File: config.mk
export PLATFORM = sky130hd
export DESIGN_NAME = fetch2_bundle_stage
export DESIGN_NICKNAME = d
export VERILOG_FILES = /design/src/rtl/fetch2_bundle_stage_pkg.sv /design/src/rtl/fs2_predecode_lane.sv /design/src/rtl/fetch2_bundle_stage.sv
export SDC_FILE = /design/constraint.sdc
export NUM_CORES = 2
export LEC_CHECK = 0
export CORE_AREA = 2 2 389 391
export CTS_CLUSTER_SIZE = 20
export DETAILED_ROUTE_END_ITERATION = 10
export DIE_AREA = 0 0 391 393
export GPL_ROUTABILITY_DRIVEN = 0
export GPL_TIMING_DRIVEN = 0
export PLACE_DENSITY = 0.59
export REMOVE_ABC_BUFFERS = 1
export SLEW_MARGIN = 20
export SYNTH_ARGS = -nofsm -noshare
export SYNTH_HDL_FRONTEND = slang
export SYNTH_SLANG_ARGS = --single-unit
export TNS_END_PERCENT = 10
File: constraint.sdc
create_clock -name clk -period 5.2 [get_ports clk]
set_input_delay 0.52 -clock clk [delete_from_list [all_inputs] [get_ports clk]]
set_output_delay 0.52 -clock clk [all_outputs]
set_load 0.005 [all_outputs]
File: src/rtl/fetch2_bundle_stage_pkg.sv
// Shared fetch-2 definitions: control-transfer encodings, PISA opcode map and lane PC stride.
package fetch2_bundle_stage_pkg;

    typedef enum logic [1:0] {
        CT_RTN  = 2'b00,
        CT_CALL = 2'b01,
        CT_JUMP = 2'b10,
        CT_COND = 2'b11
    } ctrl_type_e;

    localparam int LANE_STRIDE    = 8;
    localparam int CTIQ_DEPTH_DEF = 16;
    localparam int CTIQ_LOG_DEF   = 4;

    // PISA fields: opcode in inst[39:32], rs in inst[31:24], J-target in inst[25:0], branch imm in inst[15:0]
    localparam int         OP_LSB   = 32;
    localparam int         RS_LSB   = 24;
    localparam logic [7:0] RA_REG   = 8'd31;
    localparam logic [7:0] OP_J     = 8'h01;
    localparam logic [7:0] OP_JAL   = 8'h02;
    localparam logic [7:0] OP_JR    = 8'h03;
    localparam logic [7:0] OP_JALR  = 8'h04;
    localparam logic [7:0] OP_BR_LO = 8'h05;
    localparam logic [7:0] OP_BR_HI = 8'h0A;

endpackage

File: src/rtl/fs2_predecode_lane.sv
// Per-lane combinational predecode: classifies the PISA opcode and forms the control-transfer target.
module fs2_predecode_lane
    import fetch2_bundle_stage_pkg::*;
#(
    parameter int PC_W   = 32,
    parameter int INST_W = 64
) (
    input  logic [INST_W-1:0] inst_i,
    input  logic [PC_W-1:0]   pc_i,
    input  logic [PC_W-1:0]   btb_target_i,
    output logic              is_ctrl_o,
    output ctrl_type_e        ctrl_type_o,
    output logic [PC_W-1:0]   target_o
);

    logic [7:0]      op;
    logic [7:0]      rs;
    logic [PC_W-1:0] off;
    logic [PC_W-1:0] br_tgt;
    logic [PC_W-1:0] jmp_tgt;
    logic            unused_hi;

    assign op        = inst_i[OP_LSB +: 8];
    assign rs        = inst_i[RS_LSB +: 8];
    assign off       = PC_W'($signed(inst_i[15:0]));
    // Branch offsets count 8-byte instructions relative to the following PC.
    assign br_tgt    = pc_i + PC_W'(LANE_STRIDE) + (off << 3);
    assign jmp_tgt   = (pc_i & ~PC_W'(32'h0FFF_FFFF)) | PC_W'({inst_i[25:0], 2'b00});
    assign unused_hi = ^inst_i[INST_W-1:OP_LSB+8];

    always_comb begin
        is_ctrl_o   = 1'b1;
        ctrl_type_o = CT_COND;
        target_o    = br_tgt;
        if (op == OP_J || op == OP_JAL) begin
            ctrl_type_o = (op == OP_JAL) ? CT_CALL : CT_JUMP;
            target_o    = jmp_tgt;
        end else if (op == OP_JR) begin
            ctrl_type_o = (rs == RA_REG) ? CT_RTN : CT_JUMP;
            target_o    = btb_target_i;
        end else if (op == OP_JALR) begin
            ctrl_type_o = CT_CALL;
            target_o    = btb_target_i;
        end else if (op < OP_BR_LO || op > OP_BR_HI) begin
            is_ctrl_o = 1'b0;
            target_o  = pc_i + PC_W'(LANE_STRIDE);
        end
    end

endmodule

File: src/rtl/fetch2_bundle_stage.sv
// Fetch stage 2: predecode, first-taken lane masking, BTB-miss redirect, CTI-queue credits, output register.
// Optional FS2_PERF_CNT_EN adds saturating redirect / CTI-stall counters.
module fetch2_bundle_stage
    import fetch2_bundle_stage_pkg::*;
#(
    parameter int FETCH_WIDTH = 4,
    parameter int PC_W        = 32,
    parameter int INST_W      = 64,
    parameter int CTIQ_DEPTH  = CTIQ_DEPTH_DEF,
    parameter int CTIQ_LOG    = CTIQ_LOG_DEF,
    parameter int CMT_W       = 3
) (
    input  logic                            clk,
    input  logic                            reset,
    input  logic                            flush_i,
    input  logic [CTIQ_LOG-1:0]             flush_tail_i,
    input  logic [CTIQ_LOG:0]               flush_count_i,
    input  logic                            in_valid_i,
    output logic                            in_ready_o,
    input  logic [PC_W-1:0]                 pc_i,
    input  logic [FETCH_WIDTH*INST_W-1:0]   bundle_i,
    input  logic [FETCH_WIDTH-1:0]          btb_hit_i,
    input  logic [FETCH_WIDTH*PC_W-1:0]     btb_target_i,
    input  logic [FETCH_WIDTH-1:0]          pred_i,
    input  logic [PC_W-1:0]                 ras_addr_i,
    input  logic [CMT_W-1:0]                commit_cnt_i,
    output logic                            out_valid_o,
    input  logic                            out_ready_i,
    output logic [PC_W-1:0]                 out_pc_o,
    output logic [FETCH_WIDTH*INST_W-1:0]   out_bundle_o,
    output logic [FETCH_WIDTH-1:0]          out_lane_valid_o,
    output logic [FETCH_WIDTH*PC_W-1:0]     out_target_o,
    output logic [FETCH_WIDTH*CTIQ_LOG-1:0] out_tag_o,
    output logic [FETCH_WIDTH-1:0]          out_pred_o,
    output logic                            redirect_valid_o,
    output logic [PC_W-1:0]                 redirect_pc_o,
    output logic                            redirect_rtr_o,
    output logic                            redirect_call_o,
    output logic [PC_W-1:0]                 call_pc_o,
    output logic                            ctiq_full_o,
    output logic [CTIQ_LOG:0]               ctiq_count_o
`ifdef FS2_PERF_CNT_EN
    ,
    output logic [31:0]                     perf_redirect_o,
    output logic [31:0]                     perf_ctiq_stall_o
`endif
);

    localparam int CNT_W  = CTIQ_LOG + 1;
    localparam int NEED_W = $clog2(FETCH_WIDTH + 1);
    localparam int SUM_W  = (CNT_W + 1 > NEED_W + 1) ? CNT_W + 1 : NEED_W + 1;
    localparam int LW     = (FETCH_WIDTH > 1) ? $clog2(FETCH_WIDTH) : 1;

    logic [FETCH_WIDTH-1:0][INST_W-1:0]   inst;
    logic [FETCH_WIDTH-1:0][PC_W-1:0]     lane_pc, btb_tgt, pd_tgt, tgt_fin;
    logic [FETCH_WIDTH-1:0][CTIQ_LOG-1:0] tag;
    logic [FETCH_WIDTH-1:0]               is_ctrl, taken, mask;
    ctrl_type_e                           pd_type [FETCH_WIDTH];

    logic                found, redir, credit_ok, accept;
    logic [LW-1:0]       k;
    logic [NEED_W-1:0]   need;
    logic [CTIQ_LOG-1:0] pre;
    ctrl_type_e          k_type;
    logic [PC_W-1:0]     redir_pc;

    logic                                 out_valid_q, out_valid_d, redir_vld_q, redir_vld_d;
    logic [CTIQ_LOG-1:0]                  tail_q, tail_d;
    logic [CNT_W-1:0]                     count_q, count_d;
    logic [PC_W-1:0]                      out_pc_q, redir_pc_q, call_pc_q;
    logic [FETCH_WIDTH*INST_W-1:0]        out_bundle_q;
    logic [FETCH_WIDTH-1:0]               mask_q, pred_q;
    logic [FETCH_WIDTH-1:0][PC_W-1:0]     tgt_q;
    logic [FETCH_WIDTH-1:0][CTIQ_LOG-1:0] tag_q;
    logic                                 rtr_q, call_q;

    assign inst    = bundle_i;
    assign btb_tgt = btb_target_i;

    for (genvar g = 0; g < FETCH_WIDTH; g++) begin : g_lane
        assign lane_pc[g] = pc_i + PC_W'(LANE_STRIDE * g);
        fs2_predecode_lane #(.PC_W(PC_W), .INST_W(INST_W)) u_pd (
            .inst_i      (inst[g]),
            .pc_i        (lane_pc[g]),
            .btb_target_i(btb_tgt[g]),
            .is_ctrl_o   (is_ctrl[g]),
            .ctrl_type_o (pd_type[g]),
            .target_o    (pd_tgt[g])
        );
        assign taken[g] = is_ctrl[g] & (pred_i[g] | (pd_type[g] != CT_COND));
    end

    // Tags are handed out to every CTI lane in order; credits only cover lanes up to the first taken one.
    always_comb begin
        found = 1'b0;
        k     = '0;
        mask  = '0;
        need  = '0;
        pre   = '0;
        for (int i = 0; i < FETCH_WIDTH; i++) begin
            tag[i] = tail_q + pre;
            if (is_ctrl[i]) pre = pre + CTIQ_LOG'(1);
            if (!found) begin
                mask[i] = 1'b1;
                if (is_ctrl[i]) need = need + NEED_W'(1);
                if (taken[i]) begin
                    found = 1'b1;
                    k     = LW'(i);
                end
            end
        end
    end

    assign k_type   = pd_type[k];
    assign redir    = found & ~btb_hit_i[k];
    assign redir_pc = (k_type == CT_RTN) ? ras_addr_i : pd_tgt[k];

    always_comb begin
        for (int i = 0; i < FETCH_WIDTH; i++)
            tgt_fin[i] = (redir && k == LW'(i)) ? redir_pc : pd_tgt[i];
    end

    assign credit_ok   = (SUM_W'(count_q) + SUM_W'(need)) <= SUM_W'(CTIQ_DEPTH);
    assign in_ready_o  = credit_ok & (~out_valid_q | out_ready_i) & ~flush_i;
    assign ctiq_full_o = in_valid_i & ~credit_ok;
    assign accept      = in_valid_i & in_ready_o;
    assign redir_vld_d = accept & redir;

    always_comb begin
        out_valid_d = out_valid_q;
        tail_d      = tail_q;
        count_d     = count_q - CNT_W'(commit_cnt_i);
        if (flush_i) begin
            out_valid_d = 1'b0;
            tail_d      = flush_tail_i;
            count_d     = flush_count_i - CNT_W'(commit_cnt_i);
        end else if (accept) begin
            out_valid_d = 1'b1;
            tail_d      = tail_q + CTIQ_LOG'(need);
            count_d     = count_q + CNT_W'(need) - CNT_W'(commit_cnt_i);
        end else if (out_ready_i) begin
            out_valid_d = 1'b0;
        end
    end

    always_ff @(posedge clk or negedge reset) begin
        if (!reset) begin
            out_valid_q  <= 1'b0;
            redir_vld_q  <= 1'b0;
            tail_q       <= '0;
            count_q      <= '0;
            out_pc_q     <= '0;
            out_bundle_q <= '0;
            mask_q       <= '0;
            pred_q       <= '0;
            tgt_q        <= '0;
            tag_q        <= '0;
            redir_pc_q   <= '0;
            rtr_q        <= 1'b0;
            call_q       <= 1'b0;
            call_pc_q    <= '0;
        end else begin
            out_valid_q <= out_valid_d;
            redir_vld_q <= redir_vld_d;
            tail_q      <= tail_d;
            count_q     <= count_d;
            if (accept) begin
                out_pc_q     <= pc_i;
                out_bundle_q <= bundle_i;
                mask_q       <= mask;
                pred_q       <= pred_i;
                tgt_q        <= tgt_fin;
                tag_q        <= tag;
                if (redir) begin
                    redir_pc_q <= redir_pc;
                    rtr_q      <= (k_type == CT_RTN);
                    call_q     <= (k_type == CT_CALL);
                    call_pc_q  <= lane_pc[k];
                end
            end
        end
    end

    assign out_valid_o      = out_valid_q;
    assign out_pc_o         = out_pc_q;
    assign out_bundle_o     = out_bundle_q;
    assign out_lane_valid_o = mask_q;
    assign out_target_o     = tgt_q;
    assign out_tag_o        = tag_q;
    assign out_pred_o       = pred_q;
    assign redirect_valid_o = redir_vld_q;
    assign redirect_pc_o    = redir_pc_q;
    assign redirect_rtr_o   = rtr_q;
    assign redirect_call_o  = call_q;
    assign call_pc_o        = call_pc_q;
    assign ctiq_count_o     = count_q;

`ifdef FS2_PERF_CNT_EN
    logic [31:0] perf_redir_q, perf_stall_q;
    always_ff @(posedge clk or negedge reset) begin
        if (!reset) begin
            perf_redir_q <= '0;
            perf_stall_q <= '0;
        end else begin
            if (redir_vld_q && perf_redir_q != '1) perf_redir_q <= perf_redir_q + 32'd1;
            if (ctiq_full_o && perf_stall_q != '1) perf_stall_q <= perf_stall_q + 32'd1;
        end
    end
    assign perf_redirect_o   = perf_redir_q;
    assign perf_ctiq_stall_o = perf_stall_q;
`endif

    // Retiring more CTIs than are allocated means the backend lost track of the queue.
    a_commit_le_count : assert property (@(posedge clk) disable iff (!reset)
        (flush_i ? (CNT_W'(commit_cnt_i) <= flush_count_i) : (CNT_W'(commit_cnt_i) <= count_q)));

endmodule

After elaboration in Yosys (flattened, before gate mapping)

Cells that the tools add are included.

Bits in latches: 0
Memory bits (read-only): 0
Memories: 0
Memory bits (writable): 0
Output and inout port bits: 515
Input bits: 473
Word-level logic and storage cells: 223
Flip-flop bits (word level): 517

Equal/unequal tests: 28
Bitwise operators: 24
Shifts and indexed selects: 0
Div/mod/pow operators: 0
Multiplexer cells: 99
Multiply operators: 0
Reduce and logical (&&, ||, !) cells: 17
Add/subtract/negate cells: 24
$lt $le $gt $ge: 11

Operators by type and width:

| kind                  | number |
|---|---|
| $mux 32               | 23 |
| $add 32x32->32        | 4 |
| $add 32x4->32 const B | 4 |
| $bmux 32 s2           | 2 |
| $or 32x28->32         | 4 |
| $add 32x5->32 const B | 2 |
| $eq 8x2->1 const B    | 8 |
| $mux 2                | 26 |
| $mux 1                | 34 |
| $eq 8x1->1 const B    | 4 |
| $eq 8x3->1 const B    | 4 |
| $eq 8x5->1 const B    | 4 |
| $gt 8x4->1 const B    | 4 |
| $lt 8x3->1 const B    | 4 |
| $mux 3                | 6 |
| $mux 4                | 4 |
| $sub 5x3->5           | 3 |
| $add 4x4->4           | 3 |
| $and 1x1->1           | 10 |
| $mux 5                | 2 |
| $add 3x1->3 const B   | 3 |
| $add 4x1->4 const B   | 2 |
| $logic_or 1x1->1      | 8 |
| $ne 2x2->1 const B    | 4 |
| 18 further kinds      | 31 |

Depth between registers and ports, before layout

Depth after elaboration: 23
Gate-level depth with buffers: 30
Gate-level depth less buffers: 26

Hierarchy

From an unflattened synthesis, not the netlist that was laid out.

Cells, all modules: 4737
Area total of the unflattened synthesis: 38493.2 um2

Modules (own cells, without submodules):

| module                               | cells an instance | area an instance (um2) | times used | seq. area each (um2) |
|---|---|---|---|---|
| fetch2_bundle_stage                  | 2838              | 26013.7                | 1          | 12937.4 |
| fs2_predecode_lane at g_lane[1].u_pd | 488               | 3266.9                 | 1          | 0.0 |
| fs2_predecode_lane at g_lane[2].u_pd | 476               | 3181.8                 | 1          | 0.0 |
| fs2_predecode_lane at g_lane[3].u_pd | 467               | 3085.5                 | 1          | 0.0 |
| fs2_predecode_lane at g_lane[0].u_pd | 468               | 2945.3                 | 1          | 0.0 |

Worst setup path after synthesis

No wires, ideal clock.

Kind: input to register
Start: input port bundle_i[103]
End: register out_pc_q[7] (netlist: out_pc_o[7])
Slack: -0.954 ns
Data required time: 5.135 ns
Buffers on the path: 5
Library setup time: 0.065 ns
Stages on the path: 25
Arrival time: 6.089 ns
Cell sequence: or4_1 > clkbuf_1 > nor4b_2 > nor2_1 > nand2_1 > ha_1 > xor2_1 > nand2_1 > ha_1 > mux2_2 > inv_1 > fa_1 > xor2_1 > nand3b_1 > o21ai_0 > o31ai_1 > a221o_1 > nor3_1 > and2_1 > clkbuf_1 > clkbuf_1 > clkbuf_1 > clkbuf_1 > nand2_1 > nand2_1

Longest elaborated chain between the ends: 19
Elaborated cells between the ends (all ways): 35
Those cells by class: add/sub: 3; order compare: 3; eq/ne: 5; mux: 17; bitwise: 5; reduce/logical: 2

Ends and longest elaborated chain:

| item                                     | line                       | source |
|---|---|---|
| from (decl)                              | fetch2_bundle_stage.sv:21  | `input logic [FETCH_WIDTH*INST_W-1:0] bundle_i,` |
| $lt 8x3->1 or $gt 8x4->1 (tied branches) | fs2_predecode_lane.sv:44   | `end else if (op < OP_BR_LO \|\| op > OP_BR_HI) begin` |
| $logic_or 1x1->1                         | fs2_predecode_lane.sv:44   |  |
| $mux 1                                   | fs2_predecode_lane.sv:44   |  |
| $mux 1                                   | fs2_predecode_lane.sv:41   | `end else if (op == OP_JALR) begin` |
| $mux 1                                   | fs2_predecode_lane.sv:38   | `end else if (op == OP_JR) begin` |
| $mux 1                                   | fs2_predecode_lane.sv:35   | `if (op == OP_J \|\| op == OP_JAL) begin` |
| $mux 3                                   | fetch2_bundle_stage.sv:105 | `if (is_ctrl[i]) need = need + NEED_W'(1);` |
| $mux 3                                   | fetch2_bundle_stage.sv:103 | `if (!found) begin` |
| [... 3 more ...]                         | --                         |  |
| $add 3x1->3                              | fetch2_bundle_stage.sv:105 |  |
| $mux 3                                   | fetch2_bundle_stage.sv:105 |  |
| $mux 3 (*)                               | fetch2_bundle_stage.sv:103 |  |
| $add 5x3->6 (*)                          | fetch2_bundle_stage.sv:123 | `assign credit_ok = (SUM_W'(count_q) + SUM_W'(need)) <= SUM_W'(CTIQ_DEPTH);` |
| $le 6x5->1 (*)                           | fetch2_bundle_stage.sv:123 |  |
| $and 1x1->1 (*) (2 in a row)             | fetch2_bundle_stage.sv:124 | `assign in_ready_o = credit_ok & (~out_valid_q \| out_ready_i) & ~flush_i;` |
| net in_ready_o                           | fetch2_bundle_stage.sv:19  | `output logic in_ready_o,` |
| $and 1x1->1 (*)                          | fetch2_bundle_stage.sv:126 | `assign accept = in_valid_i & in_ready_o;` |
| to (signal assigned)                     | fetch2_bundle_stage.sv:168 | `out_pc_q <= pc_i;` |
| to (decl)                                | fetch2_bundle_stage.sv:70  | `logic [PC_W-1:0] out_pc_q, redir_pc_q, call_pc_q;` |

The timed path passes the listed nets; every way through them passes the cells marked *.
A chain may end at the register's enable or synchronous reset.

Worst setup path in the final report

Start: input port bundle_i[32]
End: register tgt_q, in the netlist out_target_o[91]

Longest elaborated chain between the ends: 21
Elaborated cells between the ends (all ways): 62
Those cells by class: add/sub: 4; order compare: 3; eq/ne: 6; mux: 37; bitwise: 8; reduce/logical: 4

Ends and longest elaborated chain:

| item                                     | line                       | source |
|---|---|---|
| $lt 8x3->1 or $gt 8x4->1 (tied branches) | fs2_predecode_lane.sv:44   |  |
| $logic_or 1x1->1                         | fs2_predecode_lane.sv:44   |  |
| $mux 1                                   | fs2_predecode_lane.sv:44   |  |
| $mux 1                                   | fs2_predecode_lane.sv:41   |  |
| $mux 1                                   | fs2_predecode_lane.sv:38   |  |
| $mux 1                                   | fs2_predecode_lane.sv:35   |  |
| $mux 1                                   | fetch2_bundle_stage.sv:105 |  |
| $add 3x1->3                              | fetch2_bundle_stage.sv:105 |  |
| [... 4 more ...]                         | --                         |  |
| $mux 3                                   | fetch2_bundle_stage.sv:103 |  |
| $add 3x1->3                              | fetch2_bundle_stage.sv:105 |  |
| $mux 3                                   | fetch2_bundle_stage.sv:105 |  |
| $mux 3                                   | fetch2_bundle_stage.sv:103 |  |
| $add 5x3->6                              | fetch2_bundle_stage.sv:123 |  |
| $le 6x5->1                               | fetch2_bundle_stage.sv:123 |  |
| $and 1x1->1 (2 in a row)                 | fetch2_bundle_stage.sv:124 |  |
| $and 1x1->1                              | fetch2_bundle_stage.sv:126 |  |
| to (signal assigned)                     | fetch2_bundle_stage.sv:172 | `tgt_q <= tgt_fin;` |
| to (decl)                                | fetch2_bundle_stage.sv:73  | `logic [FETCH_WIDTH-1:0][PC_W-1:0] tgt_q;` |

Parallel ways exist; a longest one is shown, timed or not. The select of a mux whose other input is x is not followed.

==> results by stage <==
Outcome:
- The run finished, with violations left.
- The final reports fail on negative setup slack.

Die:
- The placeable core region is 149,000 um2.
- The die area is ~150,000 um2.
- The horizontal die dimension is slightly below 400 um.
- The count of pins on the block boundary is 988.
- The initial standard-cell utilization of the core is 24.9%.
- In this run the vertical extent of the chip is a little under 400 um.
- After floorplanning, the core was divided into 142 placement rows.

STA:
- Across all setup checks in the final design, the least slack found is -318 ps.
- The minimum period implied by the final worst setup slack is roughly 5500 ps.
- For the pin with the worst max-slew slack, the measured transition is 1300 ps.
- The maximum clock skew at final layout is 53.5 ps.
- The number of setup violations in the final report is 218.
- The number of hold violations in the final report is 0.
- The total count of max-transition violations in the final report is 0.
- The worst path uses 106% of the clock period.
- The tightest slew margin relative to the limit is around 13%.
- Timing would allow up to 0.181 GHz.
- The total negative slack is -32,740 ps.
- Setup repair after global routing could not meet its margin everywhere.

Clocking:
- The clock latency on the worst-skew pair is about 730 ps.
- Counting every sink on the clock net gives 517.
- The cell at the root of the clock tree is clkbuf_16.
- CTS built an H-tree with a depth of 3.
- TritonCTS built the clock tree.
- No sink is reached through more buffers than the 3 on the longest clock path.
- The number of buffers added by the clock tree synthesis step is 73.
- The clock input transition at the sequential cells of the worst setup and hold paths is around 50 ps.

Power and ir drop:
- The clock network is responsible for a little under a quarter of the overall power.
- The switching power is approximately 8.8 mW.
- In this run the power density over the cells is 402 nW/um2.
- The combinational power share is 46.8%.
- The fraction of power spent switching nets is 37.0%.
- Per report_power, the sequential group accounts for 29.4% of the total.
- The peak supply drop is 0.290 mV.
- The internal power of the cells totals 14.9 mW.
- The leakage power is 24.8 nW.

GRT:
- Global routing used 30.1% of the available tracks.
- The first global-routing pass estimated 326,000 um of wire.
- The via count of the first global-routing pass is 42,078.
- The maximum number of pins on one net before global-route repair is 91.
- The overflow left after global routing is 0.
- The number of antenna violations at the first check in global routing is 97.

Critical path:
- The kind of launch point of the worst setup path is a primary input.
- In this run the critical register-to-register path is captured at out_target_o[91].
- At the worst endpoint, the arrival time is roughly 6100 ps.
- In this run the critical register-to-register path is launched from ctiq_count_o[1].
- STA classifies the critical path endpoint as a flip-flop.
- The required time of the critical path is 5800 ps.
- The maximum net fanout on the critical path is 13.
- The type of the worst setup path is primary input to flip-flop.
- The beginning of the critical path is bundle_i[32].
- Counting cells, the worst reg-to-reg path comes to 16.
- The setup slack on the worst flop-to-flop path is 1310 ps.

Routing:
- Summing over every cut layer, the via total after detailed routing is 45,381.
- The first TritonRoute pass finished after 9 iterations.
- The routed via count divided by cell count is 5.73.
- The number of antenna-violating nets in the routed design is 0.
- The number of violations reported at the end of detailed-routing iteration 0 is 5,203.
- For this block, the routed nets add up to 252,000 um of wire.
- The detail-routed net length per standard cell is between 30 and 40 um.
- In the routed design, unresolved DRC markers number 0.

Final layout:
- The finished cells cover 58,800 um2.
- The total number of nets in the final design is 6,516.
- The post-synthesis to final-layout area growth is 58.5%.
- In the final layout, the share of cells above drive strength 1 is 16.5%.

Worst hold path:
- The min-delay analysis places its worst path in the category primary input to flip-flop.
- The worst hold path endpoint is out_pc_o[12].
- The worst hold path was traced through 3 stages.
- The startpoint identified for the worst hold timing path is pc_i[12].

Synthesis:
- The async set-reset flop share out of synthesis is 100%.
- The count of state elements after synthesis is 517.
- The share of synthesized area occupied by flip-flops and latches is 34.9%.
- In this run the mean area of a mapped cell was between 7 and 8 um2.
- The post-synthesis cell count is 4,788.
- The cell area that synthesis handed to floorplanning was 37,100 um2.
- After synthesis, the netlist uses 96 different library cells.
- The most used flip-flop cell after synthesis is dfrtp_1.
- The number of enable flip-flop cells after synthesis is 0.
- The warning count from the yosys run is 0.

Place:
- Buffers placed on the I/O ports in this run total slightly below 1,000.
- Summing all placed instances gives a cell area of between 40,000 and 50,000 um2.
- Once detailed placement completed, the half-perimeter wirelength came to about 180,000 um.

Run:
- The max-capacitance violation count is 0.
## power groups by stage
stage / clock [mW] / sequential, mW / combinational [mW]
2_1_floorplan: 0 / 6.98 / 3.53
3_3_place_gp: 0 / 6.90 / 10.1
3_5_place_dp: 0 / 6.88 / 9.62
4_1_cts: 5.75 / 6.84 / 10.2
5_1_grt: 5.91 / 7.15 / 11.7
6_report: 5.64 / 6.95 / 11.1
## how the worst max path moves through the flow
stage                        endpoint  depth (start not counted)
global route        out_target_o[114]                         26
finish               out_target_o[91]                         28
detailed placement      call_pc_o[20]                         29
global placement        call_pc_o[30]                         26
floorplan               call_pc_o[28]                         22
CTS                        in_ready_o                         23
## cells in the mapped netlist, drive strengths merged, types with 66 or more instances
| cell type | instances | area share, % |
|---|---|---|
| xnor2 | 137 | 3.2 |
| a21oi | 276 | 3.7 |
| inv | 85 | 0.86 |
| clkbuf | 266 | 2.7 |
| ha | 149 | 5.0 |
| nand2 | 1284 | 13 |
| nand3 | 95 | 1.3 |
| nor2 | 304 | 3.1 |
| xor2 | 82 | 1.9 |
| o21ai | 315 | 4.3 |
| dfrtp | 517 | 35 |
| nor3 | 81 | 1.1 |
| nand4 | 66 | 1.1 |
| a21o | 88 | 1.8 |
## worst max-delay path, cell delays in order
cell and delay [ps]:
clkdlybuf4s15_2 420, nor2_4 300, nor3_2 100, o21ai_4 230, buf_16 190, nand2_8 90, buf_12 150, ha_4 260
xor2_1 170, nand2_2 150, ha_4 280, mux2_4 190, inv_4 40, fa_2 360, xor2_1 180, nand3b_1 170
o21ai_1 160, o31ai_1 80, a221o_1 370, nor3_4 240, and2_4 220, buf_16 130, buf_16 150, buf_12 160
buf_12 140, clkbuf_16 180, nand4_1 250, o211ai_1 170
## placed cells by master (no fill, tap or decap), types with 82 or more instances in the layout
master | synthesis | layout
nand2_1 | 1284 | 1189
clkdlybuf4s50_1 | 0 | 930
dfrtp_1 | 517 | 517
nor2_1 | 304 | 270
a21oi_1 | 276 | 247
o21ai_0 | 308 | 221
buf_4 | 2 | 172
ha_1 | 149 | 124
xnor2_1 | 137 | 118
clkbuf_16 | 0 | 99
a21o_1 | 88 | 88
nand3_1 | 94 | 82
## cell type report
class	instances	area, um2
sequential	517	12900
fill	14942	90500
inverter	86	358
timing repair buffer	1313	14600
clock buffer	99	2010
antenna	41	103
multi-input combinational	3890	25700
clock inverter	34	602
tap	1944	2430
## registers in the layout, indices dropped and copies added, names as in the netlist
| name | count |
|---|---|
| call_pc_o | 32 |
| ctiq_count_o | 5 |
| out_bundle_o | 256 |
| out_lane_valid_o | 4 |
| out_pc_o | 32 |
| out_pred_o | 4 |
| out_tag_o | 16 |
| out_target_o | 128 |
| out_valid_o | 1 |
| redirect_call_o | 1 |
| redirect_pc_o | 32 |
| redirect_rtr_o | 1 |
| redirect_valid_o | 1 |
| tail_q | 4 |
## layer usage
metal	part of all wire, %	track usage (%)	vias to the layer above
li1	-	-	19364
met1	34	32.7	21991
met2	45	48.6	3006
met3	13	11.7	948
met4	8.5	20.4	72
met5	0.17	0	-
## cells by family after synthesis
| logic type | count (synthesis) | share of synthesized area, % |
|---|---|---|
| adders and majority gates | 162 | 5.73 |
| AOI/OAI and AO/OA | 1330 | 23.8 |
| xor gates and xnor gates | 219 | 5.17 |
| and+or+nand+nor | 2130 | 25.3 |
| muxes | 38 | 1.07 |
| DFF | 517 | 34.9 |
| buffers and inverters | 392 | 4.05 |
## metrics by stage
stage                     worst slack, ps  total power [mW]  hold WS (ps)  std cells  util, %
after floorplan                    -13650              10.5           224       4482        -
after global placement             -33210              17.0           450       7413     32.3
after detailed placement            -5080              16.5           461       7480     33.3
after CTS                            -105              22.8          37.8       7771     37.3
after global routing                 -426              24.8          56.3       7901     39.4
final                                -318              23.6          68.2       7924     39.4
## what timing repair did
item	in CTS	in global routing
setup buffers	123	84
resized for setup	478	450
pin swaps	97	171
endpoints found under the setup margin	519	503
gates cloned	33	32
hold buffers	4	1
endpoints found under the hold margin	68	1
(Power assumes the default switching activity.)
